### src/rtl/fsm_vending_pkg.sv
// Shared encodings for the chocolate vending FSM: credit states and coin unit values.
package fsm_vending_pkg;

  // Encodings equal the credit held, in 50-bani units.
  typedef enum logic [1:0] {
    IDLE = 2'd0,
    C50  = 2'd1,
    C100 = 2'd2
  } state_t;

  localparam logic [2:0] COIN_50_UNITS  = 3'd1;
  localparam logic [2:0] COIN_1LEU_UNITS = 3'd2;

  function automatic logic [2:0] credit_of(input state_t s);
    case (s)
      IDLE:    credit_of = 3'd0;
      C50:     credit_of = 3'd1;
      C100:    credit_of = 3'd2;
      default: credit_of = 3'd0;
    endcase
  endfunction

  function automatic state_t state_of(input logic [2:0] units);
    case (units)
      3'd1:    state_of = C50;
      3'd2:    state_of = C100;
      default: state_of = IDLE;
    endcase
  endfunction

endpackage

### src/rtl/fsm_vending.sv
// Chocolate vending FSM: accumulates 50-bani / 1-leu coins as state credit and
// emits a registered one-cycle dispense pulse once the price is reached.
module fsm_vending
  import fsm_vending_pkg::*;
#(
  parameter int unsigned PRICE_UNITS = 3
) (
  input  logic clk,
  input  logic rst,
  input  logic load50bani,
  input  logic load1leu,
  output logic out_cioco
);

  localparam logic [2:0] PRICE = 3'(PRICE_UNITS);

  state_t     state_q, state_d;
  logic       out_cioco_q, out_cioco_d;
  logic [2:0] coin_units;
  logic [2:0] total_units;
  logic       state_valid;

  always_comb begin
    state_d     = state_q;
    out_cioco_d = 1'b0;
    coin_units  = (load50bani ? COIN_50_UNITS : '0) + (load1leu ? COIN_1LEU_UNITS : '0);
    total_units = credit_of(state_q) + coin_units;
    state_valid = (state_q == IDLE) || (state_q == C50) || (state_q == C100);

    // An illegal encoding drops any coins of this edge and returns to IDLE.
    if (!state_valid) begin
      state_d = IDLE;
    end else if (total_units >= PRICE) begin
      out_cioco_d = 1'b1;
      state_d     = state_of(total_units - PRICE);
    end else begin
      state_d = state_of(total_units);
    end
  end

  always_ff @(posedge clk or posedge rst) begin
    if (rst) begin
      state_q     <= IDLE;
      out_cioco_q <= 1'b0;
    end else begin
      state_q     <= state_d;
      out_cioco_q <= out_cioco_d;
    end
  end

  assign out_cioco = out_cioco_q;

endmodule

### config.mk
export PLATFORM = sky130hd
export DESIGN_NAME = fsm_vending
export DESIGN_NICKNAME = d
export VERILOG_FILES = /design/src/rtl/fsm_vending_pkg.sv /design/src/rtl/fsm_vending.sv
export SDC_FILE = /design/constraint.sdc
export NUM_CORES = 1
export LEC_CHECK = 0
export ABC_AREA = 1
export CORE_AREA = 2 2 39 41
export CTS_BUF_LIST = sky130_fd_sc_hd__clkbuf_8
export DETAILED_ROUTE_END_ITERATION = 6
export DIE_AREA = 0 0 41 43
export RECOVER_POWER = 50
export SLEW_MARGIN = 40
export SYNTH_ARGS = -nofsm -noshare
export SYNTH_HDL_FRONTEND = slang
export SYNTH_SLANG_ARGS = --single-unit
### constraint.sdc
create_clock -name clk -period 6.07 [get_ports clk]
set_input_delay 0.607 -clock clk [delete_from_list [all_inputs] [get_ports clk]]
set_output_delay 0.607 -clock clk [all_outputs]
set_load 0.05 [all_outputs]
==> impl_metrics.tcl <==
set metrics [dict create \
    status "completed" \
    synth.top_cells.by_area "dfrtp_1 (32%), inv_1 (13%), nand2_1 (13%)" \
    clock_latency_ns 0.21 \
    hold_viol 0 \
    ctsLongestPathBuffers 2 \
    syn_avg_cell_area_sq_um 6.68 \
    grt_pass1_vias 176 \
    synth_top_family_by_area "simple AND/OR/NAND/NOR gates" \
    synthAdderAreaFrac_pct 13.9 \
    initial_core_util_pct 16.9 \
    yosys_warnings 0 \
    power.leakage_nw 0.195 \
    vias 211 \
    holdBufCountCts 0 \
    num_antenna_cells 0 \
    via_per_inst 3.58 \
    cts_resized 0 \
    mostFrequentLayoutCells "inv_1 (9), nand2_1 (8), nor2_1 (6)" \
    crit_chain "clkdlybuf4s50_1 -> nand3_1 -> inv_1 -> fa_1 -> nand3_1 -> inv_1 -> ha_1 -> nor2_1 -> nand2_1 -> and2_1 -> nor2_1" \
    cts.sinks 3 \
    drtPass1Iterations 3 \
    yosysUniqueCellTypes 10 \
    finalSetupViolCount 0 \
    mostFrequentLayoutCell "inv_1" \
    num_rows 14 \
    muxShareOfSynthArea_pct 0 \
    ys_ff_latch 3 \
    synthCells 35 \
    syn_nets 41 \
    grt-ovfl-total 0 \
    finalWirelength_um 353 \
    dieWidth_um 41 \
    io_buffers 4 \
    cp.arrival_ns 2.69 \
    drv_cap 0 \
    crit_slowest_cell "clkdlybuf4s50_1" \
    cts_setup_buffers 0 \
    hold_path_class "flip-flop to flip-flop" \
    tns_ns 0 \
    cts.clk_slew.worst_paths_ns 0.03 \
    drive_above_1_share_pct 11.6 \
    syn_area_sq_um 234 \
    yosys.area.top_type_share_pct 32.1 \
    grt_use_total_pct 4.83 \
    cpLargestDelayFamily "simple AND/OR/NAND/NOR gates" \
    fillers 151 \
    startpoint_type "input port" \
    ir_worst_vdd_mv 0.111 \
    ant_nets 0 \
    whs_ns 0.528 \
    min_period_ns 2.55 \
    path_buf_inv 3 \
    antenna_found_initial 0 \
    rsz0062_at_grt "false" \
    htreeDepth 1 \
    cp_max_fo 4 \
    drtIter0Drc 2 \
    fp.dieH_um 43 \
    place_congestion 0.685 \
    yosys.area.top_type "dfrtp_1" \
    grt_max_degree 5 \
    cts_tree "yes" \
    grt_pass1_wl_um 531 \
    report.final.slew_viol_count 0 \
    cp.required_ns 6.21 \
    critical_path.endpoint_type "flip-flop" \
    numCtsBuffers 3 \
    dp_hpwl_um 309 \
    synthXorXnorAreaFrac_pct 0 \
    synthToLayoutAreaGrowth_pct 44.9 \
    p_per_area_nw_per_um2 554 \
    critPathMaxStageDelay_ns 0.48 \
    yosys.area_share.simple_pct 36.9 \
    fin_skew_ns 0.000856 \
    wl_per_cell_um 5.98 \
    fmax_ghz 0.393 \
    ys_seq_area_share_pct 32.1 \
    relSlewSlack_pct 67.3 \
    post-route-period-util_pct 42.0 \
    root_buffer "clkbuf_8" \
    ios 5 \
    path_class "input port to flip-flop" \
    nNetsFinal 50 \
    coreArea_sq_um 1380 \
    dieArea_sq_um 1760 \
    tightest_slew_ns 0.490 \
    drc 0 \
    synth_compound_area_share_pct 4.28 \
]
-- power by group --
part	internal (W)	leakage [nW]	total (W)	switching [W]
registers	0.0000301	0.0371	0.0000348	0.00000473
clock network	0.0000429	0.0269	0.0000548	0.0000118
logic	0.0000382	0.131	0.0000983	0.0000601
total	0.000111	0.195	0.000188	0.0000767
-- routing by layer --
| metal | GRT usage (%) | wire length, um |
|---|---|---|
| met1 | 3.88 | 150 |
| met2 | 7.50 | 185 |
| met3 | 4.71 | 17 |
| met4 | 2.00 | 0 |
| met5 | 0 | 0 |
-- worst paths after layout --
path,cells past startpoint,endpoint,startpoint,slack [ns]
worst max-delay path,11,state_q[1],load50bani,3.52
worst min-delay path,3,state_q[1],state_q[1],0.53
worst max register to register,11,state_q[1],state_q[1],3.96
worst min register to register,3,state_q[1],state_q[1],0.53
max in group asynchronous,2,out_cioco,rst,5.25
min in group asynchronous,2,state_q[0],rst,0.69
-- tightest hold or removal path: stages, from the launching register on --
cell     delay (ns)
dfrtp_1        0.33
nand2_1        0.06
nand2_1        0.06
nor2_1         0.04
-- synth_stat cells --
cell type  n
a21oi_1    2
and2_1     1
dfrtp_1    3
fa_1       1
ha_1       1
inv_1      8
nand2_1    8
nand2_2    2
nand3_1    3
nor2_1     6
-- cell families after synthesis --
logic type               after synthesis
buffers and inverters                  8
adder cells (fa/ha/maj)                2
AO/OA/AOI/OAI                          2
AND/OR/NAND/NOR                       20
flip-flops                             3
-- registers in the layout, indices dropped and copies added, names as in the netlist --
signal     cells
out_cioco      1
state_q        2
-- final cells by class --
cell class,count,area [sq um],area share [%]
inverter,8,30.0,8.86
sequential,3,75.1,22.1
timing repair buffer,4,40.0,11.8
multi-input combinational,24,129,38.0
clock inverter,1,3.75,1.11
clock buffer,3,41.3,12.2
tap,16,20.0,5.90
-- stage by stage --
| stage | total power, W | cell area, sq um | cells | setup WS, ns | util [%] |
|---|---|---|---|---|---|
| floorplan | 0.000114 | 234 | 35 | 3.94 | - |
| global placement | 0.000134 | 294 | 55 | 3.33 | 21.2 |
| detailed placement | 0.000136 | 294 | 55 | 3.30 | 21.2 |
| CTS | 0.000192 | 339 | 59 | 3.51 | 24.5 |
| global route | 0.000206 | 339 | 59 | 3.43 | 24.5 |
| finish | 0.000188 | 339 | 59 | 3.52 | 24.5 |
Power figures use the tool's default switching activity.
